[config.mk]
export PLATFORM = sky130hd
export DESIGN_NAME = sccb_slave_regs
export DESIGN_NICKNAME = d
export VERILOG_FILES = /design/src/rtl/sccb_slave_regs.sv
export SDC_FILE = /design/constraint.sdc
export NUM_CORES = 2
export LEC_CHECK = 0
export BUFFER_PORTS_ARGS = -buffer_cell sky130_fd_sc_hd__buf_4
export CAP_MARGIN = 20
export CORE_MARGIN = 5
export CORE_UTILIZATION = 57
export DETAILED_ROUTE_END_ITERATION = 8
export HOLD_SLACK_MARGIN = 0.02
export PLACE_DENSITY = 0.88
export RECOVER_POWER = 100
export SYNTH_ARGS = -nofsm -noshare
export SYNTH_HDL_FRONTEND = slang
export SYNTH_SLANG_ARGS = --single-unit
[constraint.sdc]
create_clock -name clk_50M -period 2.7 [get_ports clk_50M]
set_input_delay 0.405 -clock clk_50M [delete_from_list [all_inputs] [get_ports clk_50M]]
set_output_delay 0.405 -clock clk_50M [all_outputs]
set_load 0.03 [all_outputs]
[src/rtl/sccb_slave_regs.sv]
// SCCB/I2C target with a 256 x 8 register file, oversampled on clk_50M.
// Register writes are reported on wr_strobe/wr_addr/wr_data and counted in write_count.
module sccb_slave_regs #(
  parameter logic [6:0] DEV_ADDR   = 7'h21,
  parameter int         FILTER_LEN = 3
) (
  input  logic        clk_50M,
  input  logic        reset_n,
  input  logic        scl_in,
  input  logic        sda_in,
  output logic        sda_oe,
  output logic        wr_strobe,
  output logic [7:0]  wr_addr,
  output logic [7:0]  wr_data,
  output logic        busy,
  output logic [15:0] write_count
);

  localparam int CW = (FILTER_LEN > 1) ? $clog2(FILTER_LEN) : 1;

  typedef enum logic [3:0] {
    S_IDLE, S_DEV_ADDR, S_DEV_ACK, S_SUB_ADDR, S_SUB_ACK,
    S_WR_DATA, S_WR_ACK, S_RD_DATA, S_RD_ACK, S_IGNORE
  } state_t;

  logic [1:0] pin_w, lvl_w, prev_w;
  assign pin_w = {scl_in, sda_in};

  // Per line: 2-FF synchronizer, then a level that only moves after FILTER_LEN equal samples
  genvar gi;
  for (gi = 0; gi < 2; gi++) begin : g_cond
    logic [1:0]    sync_q;
    logic [CW-1:0] cnt_q;
    logic          lvl_q;
    logic          prev_q;

    always_ff @(posedge clk_50M or negedge reset_n) begin
      if (!reset_n) begin
        sync_q <= 2'b11;
        cnt_q  <= '0;
        lvl_q  <= 1'b1;
        prev_q <= 1'b1;
      end else begin
        sync_q <= {sync_q[0], pin_w[gi]};
        prev_q <= lvl_q;
        if (sync_q[1] == lvl_q) begin
          cnt_q <= '0;
        end else if (cnt_q == CW'(FILTER_LEN - 1)) begin
          lvl_q <= sync_q[1];
          cnt_q <= '0;
        end else begin
          cnt_q <= cnt_q + CW'(1);
        end
      end
    end

    assign lvl_w[gi]  = lvl_q;
    assign prev_w[gi] = prev_q;
  end

  logic scl_f, sda_f, scl_rise, scl_fall, sda_rise, sda_fall, start_w, stop_w;
  assign scl_f    = lvl_w[1];
  assign sda_f    = lvl_w[0];
  assign scl_rise = scl_f & ~prev_w[1];
  assign scl_fall = ~scl_f & prev_w[1];
  assign sda_rise = sda_f & ~prev_w[0];
  assign sda_fall = ~sda_f & prev_w[0];
  assign start_w  = sda_fall & scl_f;
  assign stop_w   = sda_rise & scl_f;

  state_t     state_q;
  logic [2:0] bit_cnt_q;
  logic [7:0] shift_q, ptr_q;
  logic       rw_q, ack_drv_q, rd_load_q;
  logic [7:0] mem_q [256];
  logic [7:0] rx_byte_d, rd_byte_d;

  assign rx_byte_d = {shift_q[6:0], sda_f};
  assign rd_byte_d = mem_q[ptr_q];
  assign busy      = (state_q != S_IDLE);

  always_ff @(posedge clk_50M or negedge reset_n) begin
    if (!reset_n) begin
      state_q     <= S_IDLE;
      bit_cnt_q   <= 3'd0;
      shift_q     <= 8'h00;
      ptr_q       <= 8'h00;
      rw_q        <= 1'b0;
      ack_drv_q   <= 1'b0;
      rd_load_q   <= 1'b0;
      mem_q       <= '{default: 8'h00};
      sda_oe      <= 1'b0;
      wr_strobe   <= 1'b0;
      wr_addr     <= 8'h00;
      wr_data     <= 8'h00;
      write_count <= 16'h0000;
    end else begin
      wr_strobe <= 1'b0;
      if (start_w) begin
        state_q   <= S_DEV_ADDR;
        bit_cnt_q <= 3'd0;
        sda_oe    <= 1'b0;
        ack_drv_q <= 1'b0;
        rd_load_q <= 1'b0;
      end else if (stop_w) begin
        state_q   <= S_IDLE;
        sda_oe    <= 1'b0;
        ack_drv_q <= 1'b0;
        rd_load_q <= 1'b0;
      end else begin
        case (state_q)
          S_DEV_ADDR, S_SUB_ADDR, S_WR_DATA: begin
            if (scl_rise) begin
              shift_q   <= rx_byte_d;
              bit_cnt_q <= bit_cnt_q + 3'd1;
              if (bit_cnt_q == 3'd7) begin
                if (state_q == S_DEV_ADDR) begin
                  if (rx_byte_d[7:1] == DEV_ADDR) begin
                    rw_q    <= rx_byte_d[0];
                    state_q <= S_DEV_ACK;
                  end else begin
                    state_q <= S_IGNORE;
                  end
                end else if (state_q == S_SUB_ADDR) begin
                  ptr_q   <= rx_byte_d;
                  state_q <= S_SUB_ACK;
                end else begin
                  mem_q[ptr_q] <= rx_byte_d;
                  wr_addr      <= ptr_q;
                  wr_data      <= rx_byte_d;
                  wr_strobe    <= 1'b1;
                  if (write_count != 16'hFFFF) write_count <= write_count + 16'd1;
                  state_q <= S_WR_ACK;
                end
              end
            end
          end
          // ACK slot: pull low on the falling edge after bit 8, release on the next one
          S_DEV_ACK, S_SUB_ACK, S_WR_ACK: begin
            if (scl_fall) begin
              if (!ack_drv_q) begin
                sda_oe    <= 1'b1;
                ack_drv_q <= 1'b1;
              end else begin
                ack_drv_q <= 1'b0;
                bit_cnt_q <= 3'd0;
                sda_oe    <= 1'b0;
                if (state_q == S_DEV_ACK && rw_q) begin
                  shift_q <= rd_byte_d;
                  sda_oe  <= ~rd_byte_d[7];
                  state_q <= S_RD_DATA;
                end else if (state_q == S_DEV_ACK) begin
                  state_q <= S_SUB_ADDR;
                end else begin
                  if (state_q == S_WR_ACK) ptr_q <= ptr_q + 8'd1;
                  state_q <= S_WR_DATA;
                end
              end
            end
          end
          S_RD_DATA: begin
            if (scl_fall) begin
              if (rd_load_q) begin
                shift_q   <= rd_byte_d;
                sda_oe    <= ~rd_byte_d[7];
                bit_cnt_q <= 3'd0;
                rd_load_q <= 1'b0;
              end else if (bit_cnt_q == 3'd7) begin
                sda_oe    <= 1'b0;
                bit_cnt_q <= 3'd0;
                state_q   <= S_RD_ACK;
              end else begin
                shift_q   <= {shift_q[6:0], 1'b0};
                sda_oe    <= ~shift_q[6];
                bit_cnt_q <= bit_cnt_q + 3'd1;
              end
            end
          end
          S_RD_ACK: begin
            if (scl_rise) begin
              if (!sda_f) begin
                ptr_q     <= ptr_q + 8'd1;
                rd_load_q <= 1'b1;
                state_q   <= S_RD_DATA;
              end else begin
                state_q <= S_IGNORE;
              end
            end
          end
          S_IGNORE: sda_oe <= 1'b0;
          default:  ;
        endcase
      end
    end
  end

endmodule

==> run_results.csv <==
group,metric,value,unit
clock_tree,htreeDepth,4,
worst_setup_path,cpPeakStageDelay,0.54,ns
route,vias_per_cell,6.97,
worst_setup_path,rr_worst_depth,12,
grt,grt_pass1_wl,474000,um
hold_path,hp-class,"in2reg",
clock_tree,cts_buffers,206,
place,gp_congestion,1.02,
logic_synthesis,yosys.area.top_type_share,0.545,
route,drtPass1Iterations,8,
hold_path,whs_path_depth,2,
route,routedWlPerCell,33.4,um
floorplan,core,169000,um^2
cells_and_area,drive_gt1_frac,0.550,
floorplan,rows,151,
route,drc_errors,0,
worst_setup_path,endpoint_kind,"flop",
cells_and_area,fillers,9876,
logic_synthesis,synth-edff-count,0,
floorplan,die_y,422,um
clock_tree,clk_latency,0.88,ns
place,numPortBuffers,38,
timing,rsz0062_at_grt,"yes",
grt,grt_pass1_vias,70914,
floorplan,die-area,178000,um^2
logic_synthesis,synth_top_area_cell,"dfrtp_1",
route,routed_wl,320000,um
timing,max_slew_margin,-0.0272,
cells_and_area,stdcell_count,9580,
power_and_ir_drop,ir_drop,821,uV
grt,overflow,0,
logic_synthesis,synthTopCellsByArea,"dfrtp_1 55%, mux2_2 23%, mux4_2 12%",
timing,slew_viol_final,87,
run_status,status,"finished, violations left",
cells_and_area,final_util,0.688,
logic_synthesis,ys_warn_count,0,
worst_setup_path,critPathKind,"reg2reg",
place,dp_hpwl,198000,um
timing,hold_violations,0,
worst_setup_path,worstSetupStartpointType,"flop",
worst_setup_path,cpMostUsedCell,"buf_4",
logic_synthesis,ys_seq_area_frac,0.547,
worst_setup_path,arrival,4.02,ns
power_and_ir_drop,total_power,89100,uW
timing,setup_viol,1273,
power_and_ir_drop,leakagePower,0.0558,uW
route,ant_nets,0,
cells_and_area,fin_nets,7205,
floorplan,die_w,422,um
clock_tree,cts_root_buffer,"clkbuf_16",
logic_synthesis,synth_cells,6471,
cells_and_area,syn_to_final_growth,20.1,%
logic_synthesis,postSynthNetCount,6482,
timing,min_period_over_period,1.21,
clock_tree,cts_tree,"done",
timing,max_freq,0.307,GHz
timing,worstMarginPinSlew,1.54,ns
grt,antenna_found_initial,14,
logic_synthesis,avgSynthCellArea,15.0,um^2
floorplan,initial_core_util,0.572,
logic_synthesis,synthFlopType,"dfrtp_1",
timing,clock_skew,0.0387,ns
route,drtIter0Drc,8725,
logic_synthesis,synth.most_common_cell,"dfrtp_1",
logic_synthesis,synth.distinct_cells,74,
worst_setup_path,critPathRequiredTime,3.47,ns
timing,fin_crit,3.26,ns
run_status,failed_checks,"slew limit, setup timing",
worst_setup_path,slowest_stage,"dfrtp_4",
timing,setup_tns,-98.60,ns
run,drv_cap,0,
floorplan,io_pins,39,
clock_tree,clkTransAtPathRegs,0.06,ns
timing,final.setup.worst_slack,-0.556,ns
grt,grt_max_degree,228,
logic_synthesis,syn-cell-area,96900,um^2
clock_tree,numClockSinks,2119,
grt,grt_use_total,0.354,
logic_synthesis,synth.top_cells.by_count,"2111 x dfrtp_1, 1936 x mux2_2, 529 x mux4_2",
clock_tree,cts.path.max_buffers,3,
logic_synthesis,ys_seq_elements,2119,
worst_setup_path,crit_fanout,9,
route,vias,66786,
place,dp_cells,9121,
logic_synthesis,synthArstFlopShare,1.00,
worst_setup_path,crit_chain,"buf_4 -> buf_12 -> buf_6 -> nand2_2 -> buf_4 -> a211oi_1 -> a211oi_1 -> a22oi_1 -> a311oi_2 -> buf_4 -> nor3_2 -> a21oi_1",
power_and_ir_drop,p_per_area,765,nW/um^2
timing repair:
action                                  4_1_cts  5_1_grt
endpoints found under the setup margin      722      741
hold endpoints to repair                    357        0
buffers inserted                             59       17
resized for setup                           160      107
pin swaps                                    28       27
hold buffers                                  3        0
gates cloned                                  8        2
registers in the layout, indices dropped and copies added (netlist names), 3 cells and up:
register,cells
bit_cnt_q,3
g_cond.cnt_q,4
g_cond.sync_q,4
mem_q,2048
ptr_q,8
shift_q,7
state_q,4
wr_addr,8
wr_data,8
write_count,16
metrics by stage:
stage               hold slack [ns]  instance area (um^2)  setup slack [ns]
floorplan                     0.109                 97100           -0.0277
global placement              0.350                108000            -0.899
detailed placement            0.348                108000            -0.889
CTS                           0.184                116000            -0.322
global route                  0.191                116000            -0.469
finish                        0.217                116000            -0.556
kinds of logic after synthesis:
| kind of cell | share of synthesized area |
|---|---|
| mux | 0.360 |
| flops | 0.547 |
| simple gates | 0.0397 |
| buf+inv | 0.0223 |
| compound gates | 0.0285 |
| xor+xnor | 0.00163 |
| fa+ha+maj | 0.000904 |
cell usage in the layout, fill, tap and decap left out, types with 15 or more instances in the layout:
| cell type | instances |
|---|---|
| nor2_1 | 80 |
| nor2_2 | 110 |
| buf_4 | 587 |
| buf_16 | 15 |
| buf_6 | 53 |
| clkbuf_2 | 17 |
| a21oi_1 | 58 |
| clkbuf_16 | 208 |
| nor3_1 | 20 |
| mux4_2 | 529 |
| buf_12 | 235 |
| o211ai_1 | 16 |
| a22oi_2 | 17 |
| a22oi_1 | 55 |
| mux2_2 | 1934 |
| nor2_4 | 20 |
| nand2_2 | 36 |
| clkbuf_8 | 47 |
| nand3_1 | 46 |
| nand2_4 | 36 |
| and3_1 | 26 |
| dfrtp_1 | 2100 |
| xnor2_1 | 15 |
| clkbuf_1 | 104 |
| mux2i_1 | 108 |
| buf_8 | 19 |
| o21ai_0 | 166 |
| nand2_1 | 321 |
| nand4_1 | 21 |
| clkinv_2 | 30 |
final cells by class:
class / instances / area, um^2 / area share
clock inverter: 59 / 796 / 0.00684
inverter: 18 / 88.8 / 0.000763
multi-input combinational: 3848 / 42700 / 0.367
sequential: 2119 / 53100 / 0.456
antenna: 10 / 25.0 / 0.000215
clock buffer: 307 / 5990 / 0.0515
timing repair buffer: 1001 / 11000 / 0.0941
tap: 2218 / 2780 / 0.0238
where the power goes:
group	leakage, uW	internal [uW]	switching [uW]
Clock	0.00333	16400	12900
Sequential	0.0295	32000	585
Combinational	0.0229	10200	17000
per-layer routing:
layer  GRT usage  routed length (um)  vias up  share of wire
li1            -                   -    25569              -
met1       0.443              109000    34850           0.34
met2       0.528              144000     4806           0.45
met3       0.122               39700     1547           0.12
met4       0.235               26700       14          0.083
met5     0.00161                 188        -        0.00059
worst paths after layout:
check	startpoint	to	slack, ns
max	ptr_q[0]$_DFFE_PN0P_	shift_q[0]$_DFFE_PN0P_	-0.56
min	sda_in	g_cond[0].sync_q[0]$_DFF_PN1_	0.22
max reg2reg	ptr_q[0]$_DFFE_PN0P_	shift_q[0]$_DFFE_PN0P_	-0.56
min reg2reg	g_cond[0].sync_q[0]$_DFF_PN1_	g_cond[0].sync_q[1]$_DFF_PN1_	0.36
max in group asynchronous	reset_n	mem_q[909]$_DFFE_PN0P_	0.11
min in group asynchronous	reset_n	mem_q[1378]$_DFFE_PN0P_	0.47
critical path, delay by kind of cell (launching register included):
kind                   cells  cell delay [ns]
AO/OA/AOI/OAI              5             1.37
buffers and inverters      5             0.94
flip-flops                 1             0.54
AND/OR/NAND/NOR            2             0.28
(Power assumes the default switching activity.)
